$ cat config.mk
export PLATFORM = sky130hd
export DESIGN_NAME = pipeline_halt_dump_controller
export DESIGN_NICKNAME = d
export VERILOG_FILES = /design/src/rtl/pipeline_halt_dump_controller.sv
export SDC_FILE = /design/constraint.sdc
export NUM_CORES = 1
export LEC_CHECK = 0
export BUFFER_PORTS_ARGS = -buffer_cell sky130_fd_sc_hd__buf_2
export CORE_UTILIZATION = 50
export DETAILED_ROUTE_END_ITERATION = 10
export HOLD_SLACK_MARGIN = 0.02
export PLACE_DENSITY = 0.84
export SLEW_MARGIN = 20
export SYNTH_ARGS = -nofsm -noshare
export SYNTH_HDL_FRONTEND = slang
export SYNTH_SLANG_ARGS = --single-unit
$ cat constraint.sdc
create_clock -name Clk -period 5.2 [get_ports Clk]
set_input_delay 0.52 -clock Clk [delete_from_list [all_inputs] [get_ports Clk]]
set_output_delay 0.52 -clock Clk [all_outputs]
set_load 0.1 [all_outputs]
$ cat src/rtl/pipeline_halt_dump_controller.sv
`default_nettype none
// ============================================================================
// Module   : pipeline_halt_dump_controller
// Purpose  : End-of-program sequencer for the pipelined Data_Path. Watches
//            the fetch PC. When END_PC is fetched it freezes the pipeline and
//            lets in-flight instructions retire for DRAIN_CYCLES cycles. It
//            then reads DUMP_WORDS data-memory words starting at DUMP_BASE and
//            streams them out over a valid/ready interface.
// Ports    : Clk          - rising-edge system clock
//            Reset        - asynchronous active-low reset
//            PCF          - fetch-stage PC (only examined while running)
//            Halt         - freeze request to Data_Path (sticky until reset)
//            Dump_En      - data-memory read-port enable (one-cycle pulse)
//            Dump_Addr    - data-memory word index for the read
//            Dump_RData   - synchronous read data, valid the cycle after Dump_En
//            Out_Valid    - Out_Data/Out_Index hold a dumped word
//            Out_Ready    - sink accepts the word on a rising edge
//            Out_Data     - dumped word
//            Out_Index    - word offset of Out_Data within the dump window
//            Done         - every word has been accepted
//            Cycle_Count  - cycles spent running, saturating
// Revision : 1.0 - initial release
// ============================================================================
module pipeline_halt_dump_controller #(
   parameter logic [31:0] END_PC       = 32'h8c,
   parameter int unsigned DUMP_BASE    = 32,
   parameter int unsigned DUMP_WORDS   = 96,
   parameter int unsigned DRAIN_CYCLES = 4
) (
   input  logic        Clk,
   input  logic        Reset,
   input  logic [31:0] PCF,
   output logic        Halt,
   output logic        Dump_En,
   output logic [31:0] Dump_Addr,
   input  logic [31:0] Dump_RData,
   output logic        Out_Valid,
   input  logic        Out_Ready,
   output logic [31:0] Out_Data,
   output logic [15:0] Out_Index,
   output logic        Done,
   output logic [31:0] Cycle_Count
);

   typedef enum logic [2:0] {
      S_RUN   = 3'd0,
      S_DRAIN = 3'd1,
      S_RD    = 3'd2,
      S_CAP   = 3'd3,
      S_OUT   = 3'd4,
      S_DONE  = 3'd5
   } state_t;

   localparam logic [7:0]  c_drain_last = 8'(DRAIN_CYCLES - 1);
   localparam logic [15:0] c_idx_last   = 16'(DUMP_WORDS - 1);
   localparam logic [31:0] c_base       = 32'(DUMP_BASE);

   state_t      state_q,       state_d;
   logic [7:0]  drain_cnt_q,   drain_cnt_d;
   logic [15:0] idx_q,         idx_d;
   logic        halt_q,        halt_d;
   logic        dump_en_q,     dump_en_d;
   logic [31:0] dump_addr_q,   dump_addr_d;
   logic        out_valid_q,   out_valid_d;
   logic [31:0] out_data_q,    out_data_d;
   logic [15:0] out_index_q,   out_index_d;
   logic        done_q,        done_d;
   logic [31:0] cycle_count_q, cycle_count_d;

   logic [15:0] idx_next;

   assign idx_next = idx_q + 16'd1;

   always_comb begin
      state_d       = state_q;
      drain_cnt_d   = drain_cnt_q;
      idx_d         = idx_q;
      halt_d        = halt_q;
      dump_en_d     = 1'b0;          // read enable is a single-cycle pulse
      dump_addr_d   = dump_addr_q;
      out_valid_d   = out_valid_q;
      out_data_d    = out_data_q;
      out_index_d   = out_index_q;
      done_d        = done_q;
      cycle_count_d = cycle_count_q;

      case (state_q)
         S_RUN: begin
            // The matching cycle itself is still counted.
            if (cycle_count_q != 32'hFFFF_FFFF) begin
               cycle_count_d = cycle_count_q + 32'd1;
            end
            if (PCF == END_PC) begin
               state_d     = S_DRAIN;
               halt_d      = 1'b1;
               drain_cnt_d = 8'd0;
            end
         end

         S_DRAIN: begin
            if (drain_cnt_q == c_drain_last) begin
               state_d     = S_RD;
               idx_d       = 16'd0;
               dump_en_d   = 1'b1;
               dump_addr_d = c_base;
            end else begin
               drain_cnt_d = drain_cnt_q + 8'd1;
            end
         end

         S_RD: begin
            state_d = S_CAP;
         end

         S_CAP: begin
            // Memory read data is valid during this cycle only.
            out_data_d  = Dump_RData;
            out_index_d = idx_q;
            out_valid_d = 1'b1;
            state_d     = S_OUT;
         end

         S_OUT: begin
            if (Out_Ready) begin
               out_valid_d = 1'b0;
               if (idx_q == c_idx_last) begin
                  state_d = S_DONE;
                  done_d  = 1'b1;
               end else begin
                  idx_d       = idx_next;
                  state_d     = S_RD;
                  dump_en_d   = 1'b1;
                  dump_addr_d = c_base + {16'h0000, idx_next};
               end
            end
         end

         S_DONE: begin
            // Terminal until reset; PCF is ignored.
         end

         default: begin
            state_d = S_RUN;
         end
      endcase
   end

   always_ff @(posedge Clk or negedge Reset) begin
      if (!Reset) begin
         state_q       <= S_RUN;
         drain_cnt_q   <= 8'd0;
         idx_q         <= 16'd0;
         halt_q        <= 1'b0;
         dump_en_q     <= 1'b0;
         dump_addr_q   <= 32'd0;
         out_valid_q   <= 1'b0;
         out_data_q    <= 32'd0;
         out_index_q   <= 16'd0;
         done_q        <= 1'b0;
         cycle_count_q <= 32'd0;
      end else begin
         state_q       <= state_d;
         drain_cnt_q   <= drain_cnt_d;
         idx_q         <= idx_d;
         halt_q        <= halt_d;
         dump_en_q     <= dump_en_d;
         dump_addr_q   <= dump_addr_d;
         out_valid_q   <= out_valid_d;
         out_data_q    <= out_data_d;
         out_index_q   <= out_index_d;
         done_q        <= done_d;
         cycle_count_q <= cycle_count_d;
      end
   end

   assign Halt        = halt_q;
   assign Dump_En     = dump_en_q;
   assign Dump_Addr   = dump_addr_q;
   assign Out_Valid   = out_valid_q;
   assign Out_Data    = out_data_q;
   assign Out_Index   = out_index_q;
   assign Done        = done_q;
   assign Cycle_Count = cycle_count_q;

endmodule
`default_nettype wire

==> flow_summary_export.csv, run 1 <==
group,metric,value,unit
outcome,status,"finished with violations",
outcome,failed_checks,"design-rule violations",
detailed_routing,drtPass1Iterations,8,
critical_path,r2r_cells,7,
synth,synthTopCellsByArea,"dfrtp_1 (51%), mux2_2 (8.9%), xnor2_1 (4.2%)",
detailed_routing,wl_met2,7.24,mm
clocking,clk_latency,0.42,ns
synth,netlist_instances,554,
power,clockPowerShare,0.507,
detailed_routing,avgViaCountPerCell,5.59,
critical_path,critPathLaunchType,"flop",
critical_path,worstPathCellList,"ha_1 > nand4_1 > nor4_2 > or2_1 > nor2_1 > o21ai_1 > o31ai_1",
synth,async_reset_ff_frac,1.00,
power,p_switching,576,µW
synth,synth_top_area_frac,0.508,
clocking,clk_path_buf_depth,2,
critical_path,end_kind,"flop",
power,pwr-share-comb,0.089,
sta,maxSlewHeadroom,0.293,
detailed_routing,drcViolationCount,19,
detailed_routing,wl_met3,902,µm
sta,fin_crit_sh,0.576,
critical_path,reg2reg_slack,2.21,ns
floorplan,dieArea,0.0126,mm²
synth,seq_area_frac_synth,0.508,
detailed_routing,top_layer,"met4",
floorplan,start_util,0.522,
placement,globalplace.congestion,0.873,
global_route,grt_pass1_wl,23.1,mm
critical_path,critPathRequiredTime,5.46,ns
clocking,cts_root_buf,"clkbuf_16",
detailed_routing,num_vias,4825,
clocking,cts_resized,0,
critical_path,rr_endpoint,"idx_q[5]",
power,p_leak,3.60,nW
detailed_routing,drt-met1-wl,5.67,mm
critical_path,r2r-start,"idx_q[0]",
detailed_routing,drt_iter0_markers,304,
floorplan,die_h,112,µm
min_path,hold_path.class,"input port to asynchronous set/reset pin",
flow_run,maxCapViolations,0,
detailed_routing,wl_per_cell,16.4,µm
clocking,cts_tree,"done",
floorplan,rows,39,
global_route,antenna_found_initial,0,
synth,synth.distinct_cells,62,
synth,yosys_warnings,0,
sta,hold_viol_final,0,
critical_path,crit_type,"flop to flop",
synth,synth_flop_cell,"dfrtp_1",
sta,layout_min_cycle_time,2.99,ns
sta,slew_violations,0,
critical_path,critPathArrivalTime,3.26,ns
global_route,track_usage,0.235,
critical_path,crit_path_top_delay_cell,"or2_1",
sta,fin_skew,0.00843,ns
cells_and_area,drive_gt1_frac,0.364,
cells_and_area,diodes,0,
clocking,cts_hold_buffers,0,
placement,post-dp-hpwl,10.0,mm
floorplan,ios,183,
clocking,htreeDepth,4,
cells_and_area,fin_nets,779,
synth,postSynthAreaPerCell,10.9,µm²
clocking,postCtsSetupRepairBufs,0,
synth,yosys.area.top_type,"dfrtp_1",
synth,synth_area,0.00606,mm²
synth,synth-seq-cells,123,
sta,max_freq,334,MHz
clocking,cts_buffers,17,
sta,setup_viol,0,
critical_path,worstPathMaxFanout,28,
synth,synth_edf_count,0,
sta,tns,0,ns
critical_path,slowest_delay,0.81,ns
global_route,grt-ovfl-total,0,
clocking,clk_pin_slew_worst_paths,0.06,ns
global_route,grt_max_degree,78,
placement,portBuffers,167,
sta,worstMarginPinSlew,1.06,ns
global_route,grt_pass1_vias,4862,
detailed_routing,wirelength,14.2,mm
floorplan,core,0.0116,mm²
power,sw_frac_of_total,0.238,
sta,hold_slack,0.268,ns
power,p_int,1.84,mW
power,power.density,324,mW/mm²
floorplan,die_width,112,µm
detailed_routing,postRouteAntennaNets,0,
clocking,clock-sinks,123,
power,seq_power_share,0.404,
power,max-vdd-ir-drop,0.000215,V
cells_and_area,area_growth_syn_to_layout,23.1,%
sta,rsz0062_at_grt,"false",
[power by group through the flow]
stage / sequential (mW) / combinational [mW] / clock, mW
after floorplan: 1.09 / 0.0684 / 0
after global placement: 0.992 / 0.213 / 0
after detailed placement: 0.993 / 0.216 / 0
after CTS: 0.977 / 0.217 / 1.25
after global routing: 0.978 / 0.224 / 1.30
final: 0.977 / 0.214 / 1.23
[registers in the layout, summed over array words and instances (netlist names)]
signal       cells
Cycle_Count     32
Halt             1
Out_Valid        1
drain_cnt_q      8
Out_Data        32
Done             1
state_q          3
Out_Index       16
Dump_En          1
idx_q           16
Dump_Addr       12
[cells in the mapped netlist, types with 3 or more instances]
library cell and n:
nand2_1 47, dfrtp_1 123, clkbuf_1 6, xnor2_1 29
mux2_2 48, buf_6 3, o21bai_1 4, and4_1 5
ha_1 4, nor3_1 11, buf_1 5, and3_1 9
nor4_1 14, a21oi_1 9, buf_4 24, buf_2 10
xor2_1 18, nand2b_1 6, o21ai_0 20, and2_1 5
a31oi_1 7, a22o_1 5, nand4_1 16, o21ai_1 18
nor4_2 5, inv_1 5, o31ai_1 4, nor2_1 34
nand3_1 18
[routing by layer]
metal | GRT usage | vias to the layer above
li1 | - | 2258
met1 | 0.265 | 2341
met2 | 0.412 | 193
met3 | 0.0605 | 33
met4 | 0.124 | 0
met5 | 0 | -
[final cells by class]
type / instances / area [µm²]
multi-input cells: 391 / 2710
clock inverters: 7 / 138
clock buffers: 24 / 482
flip-flops and latches: 123 / 3080
well taps: 143 / 179
repair buffers: 169 / 853
fillers: 934 / 4160
inverters: 6 / 22.5
[cells by family after synthesis]
| group | after synthesis | synth area share |
|---|---|---|
| flip-flops | 123 | 0.508 |
| adder cells (fa/ha/maj) | 4 | 0.00826 |
| XOR/XNOR | 47 | 0.0679 |
| AO/OA/AOI/OAI | 83 | 0.0894 |
| multiplexers | 49 | 0.0911 |
| AND/OR/NAND/NOR | 193 | 0.181 |
| buffers and inverters | 54 | 0.0541 |
| other | 1 | 0.000619 |
[per-stage QoR]
step / utilization / setup WS (ns) / instance area [µm²] / std cells / power (mW)
global placement: 0.589 / 2.37 / 6840 / 832 / 1.21
global route: 0.642 / 1.84 / 7460 / 863 / 2.50
finish: 0.642 / 2.21 / 7460 / 863 / 2.42
detailed placement: 0.589 / 2.25 / 6840 / 832 / 1.21
CTS: 0.642 / 2.23 / 7460 / 863 / 2.44
floorplan: - / 2.55 / 6110 / 568 / 1.16
[cell usage in the layout, fill, tap and decap left out, drive strengths merged, types with 3 or more instances in the layout]
master,instances
conb,15
o31ai,5
mux2,49
nor2,34
buf,169
xnor2,29
a31oi,7
o21bai,4
nand2b,6
and4,5
nand3,19
o21ai,38
nor3,12
inv,6
and2,5
a22o,5
clkbuf,24
nor4,21
nand4,17
ha,4
nand2,47
xor2,18
a21oi,9
and3,9
dfrtp,123
or2,3
bufinv,4
[critical path: cells and delay by family (launching register included)]
kind	cells	cell delay [ns]
AOI/OAI and AO/OA	2	0.29
DFF	1	0.52
adders and majority gates	1	0.38
and+or+nand+nor	4	1.64
[how the worst max path moves through the flow]
stage / from / end / cells past startpoint
2_1_floorplan: Cycle_Count[4] / Cycle_Count[14] / 8
3_3_place_gp: idx_q[0] / idx_q[4] / 7
3_5_place_dp: idx_q[0] / idx_q[4] / 7
4_1_cts: idx_q[0] / idx_q[4] / 7
5_1_grt: idx_q[0] / idx_q[4] / 7
6_report: idx_q[0] / idx_q[5] / 7
No activity file was read; power rests on OpenSTA's default activity.
==> run 2, diff against run 1 <==
--- a/config.mk
+++ b/config.mk
@@ -6,10 +6,10 @@
 export NUM_CORES = 1
 export LEC_CHECK = 0
 export BUFFER_PORTS_ARGS = -buffer_cell sky130_fd_sc_hd__buf_2
-export CORE_UTILIZATION = 50
+export CORE_UTILIZATION = 47
 export DETAILED_ROUTE_END_ITERATION = 10
 export HOLD_SLACK_MARGIN = 0.02
-export PLACE_DENSITY = 0.84
+export PLACE_DENSITY = 0.83
 export SLEW_MARGIN = 20
 export SYNTH_ARGS = -nofsm -noshare
 export SYNTH_HDL_FRONTEND = slang
==> constraint.sdc (replaced) <==
create_clock -name Clk -period 2.7 [get_ports Clk]
set_input_delay 0.27 -clock Clk [delete_from_list [all_inputs] [get_ports Clk]]
set_output_delay 0.27 -clock Clk [all_outputs]
set_load 0.1 [all_outputs]
==> run 2 against run 1 <==
Net effect: the run now ends clean; die area rose by 6.3%; via count increased by 0.58%; flip-flop and latch count is the same; critical endpoint is now Dump_Addr[15]; highest routed layer unchanged; largest power group unchanged.
==> flow_summary_export.csv, run 2 (synthesis results as in run 1) <==
group,metric,value,unit
critical_path,crit_buf_inv,1,
placement,dp_slack,0.334,ns
min_path,holdPathEnd,"Out_Data[2]",
outcome,status,"complete, no violations",
clocking,clk_path_buf_depth,2,
critical_path,critPathLaunchType,"flop",
global_route,grt_max_degree,51,
critical_path,end_kind,"flop",
critical_path,critPathRequiredTime,3.02,ns
clocking,htreeDepth,4,
critical_path,crit_family,"compound AO/OA/AOI/OAI gates",
clocking,cts_buffers,17,
floorplan,start_util,0.480,
floorplan,die_h,116,µm
min_path,min-delay-start,"Dump_RData[2]",
global_route,grt_pass1_vias,4702,
critical_path,slowest_delay,0.50,ns
cells_and_area,area_growth_syn_to_layout,25.8,%
critical_path,crit_path_top_delay_cell,"dfrtp_1",
global_route,grt_pass1_wl,21.9,mm
placement,post-dp-hpwl,9.69,mm
critical_path,critPathArrivalTime,2.73,ns
placement,globalplace.congestion,0.861,
sta,fin_crit_sh,0.894,
detailed_routing,postRouteAntennaNets,0,
placement,portBuffers,167,
sta,maxSlewHeadroom,0.568,
cells_and_area,drive_gt1_frac,0.380,
detailed_routing,num_vias,4853,
critical_path,r2r_cells,11,
cells_and_area,diodes,0,
detailed_routing,drtPass1Iterations,5,
sta,slew_violations,0,
sta,fin_skew,0.0103,ns
critical_path,r2r-start,"idx_q[1]",
detailed_routing,wl_per_cell,14.8,µm
cells_and_area,fin_cells,909,
global_route,grt-ovfl-total,0,
floorplan,dieArea,0.0134,mm²
floorplan,die_width,116,µm
sta,tns,0,ns
detailed_routing,avgViaCountPerCell,5.34,
cells_and_area,multi_input_area,0.00271,mm²
power,max-vdd-ir-drop,0.000403,V
sta,worstMarginPinSlew,0.649,ns
cells_and_area,final_cell_mix,"buf_2 (166), dfrtp_1 (123), mux2_2 (48)",
global_route,track_usage,0.212,
sta,setup_viol,0,
cells_and_area,layout_commonest_cell,"buf_2",
placement,place_area,0.00703,mm²
cells_and_area,fillers,1101,
power,power.density,589,mW/mm²
floorplan,core,0.0126,mm²
critical_path,path_common_cell,"ha_1",
critical_path,reg2reg_slack,0.29,ns
cells_and_area,seqCellArea,0.00308,mm²
sta,max_freq,414,MHz
detailed_routing,wirelength,13.4,mm
detailed_routing,drt_iter0_markers,287,
clocking,clk_latency,0.41,ns
sta,layout_min_cycle_time,2.41,ns
clocking,clk_pin_slew_worst_paths,0.05,ns
sta,rsz0062_at_grt,"false",
min_path,hold_path.class,"input port to flop",
clocking,cts_resized,0,
cells_and_area,fin_nets,795,
power,finalPower,4.49,mW
clocking,cts_root_buf,"clkbuf_16",
min_path,holdPathStages,2,
flow_run,maxCapViolations,0,
sta,post-route-worst-setup-slack,0.287,ns
cells_and_area,fin_area,0.00762,mm²
clocking,clock-sinks,123,
critical_path,worstPathCellList,"ha_1 > inv_1 > nor2_1 > nand2_1 > xnor2_1 > ha_1 > o311a_1 > a31oi_1 > nor3_2 > a21boi_1 > o31ai_2",
floorplan,ios,183,
critical_path,worstPathMaxFanout,10,
detailed_routing,drcViolationCount,0,
power,p_leak,3.69,nW
clocking,cts_tree,"done",
floorplan,rows,41,
critical_path,rr_endpoint,"Dump_Addr[15]",
critical_path,crit_type,"flop to flop",
sta,hold_viol_final,0,
placement,dp_cells,876,
global_route,antenna_found_initial,0,
[run 2: cell types whose count changed in the layout (fill, tap and decap cells not counted)]
cell and change:
buf_4 +12, clkbuf_8 +4, buf_12 +3, bufinv_16 -3, clkbuf_1 -2, clkinv_2 +2, dlygate4sd3_1 +1
[run 2: timing repair]
item,in CTS,in global routing
endpoints found under the hold margin,47,0
hold buffers,1,0
setup buffers,0,0
[run 2: per-stage QoR]
| step | hold slack, ns | util |
|---|---|---|
| floorplan | -0.0256 | - |
| global placement | 0.334 | 0.557 |
| detailed placement | 0.335 | 0.557 |
| CTS | 0.0715 | 0.604 |
| global route | 0.0706 | 0.604 |
| finish | 0.0895 | 0.604 |
[run 2: worst register-to-register path, delay by kind of cell, from the launching register on]
kind	cells	cell delay [ns]
flip-flops	1	0.50
adder cells (fa/ha/maj)	2	0.49
buffers and inverters	1	0.06
AND/OR/NAND/NOR	3	0.50
AO/OA/AOI/OAI	4	0.57
XOR/XNOR	1	0.21
[run 2: final cells by class]
| type | count | share of cell area |
|---|---|---|
| clock inverter | 6 | 0.00755 |
| sequential | 123 | 0.404 |
| inverter | 6 | 0.00295 |
| clock buffer | 26 | 0.0694 |
| timing repair buffer | 185 | 0.133 |
| tap | 172 | 0.0282 |
| multi-input combinational | 391 | 0.355 |
[run 2: layer usage]
layer  routed length [µm]  track usage  vias to the layer above
met5                    0            0                        -
met4                  297       0.0970                        0
met3                  880       0.0581                       24
met2                 6700        0.362                      196
met1                 5580        0.250                     2354
li1                     -            -                     2279
[run 2: how the worst max path moves through the flow]
stage              startpoint              end  slack, ns  depth (start not counted)
2_1_floorplan  Cycle_Count[4]  Cycle_Count[14]       0.05                          8
3_3_place_gp         idx_q[1]    Dump_Addr[11]       0.42                         12
3_5_place_dp         idx_q[1]    Dump_Addr[15]       0.33                          8
4_1_cts              idx_q[1]         idx_q[7]       0.29                          9
5_1_grt              idx_q[1]    Dump_Addr[15]       0.06                         11
6_report             idx_q[1]    Dump_Addr[15]       0.29                         11
[run 2: power by group]
part           switching (mW)  internal (mW)
logic                   0.341         0.0741
registers              0.0113           1.87
clock network           0.762           1.43
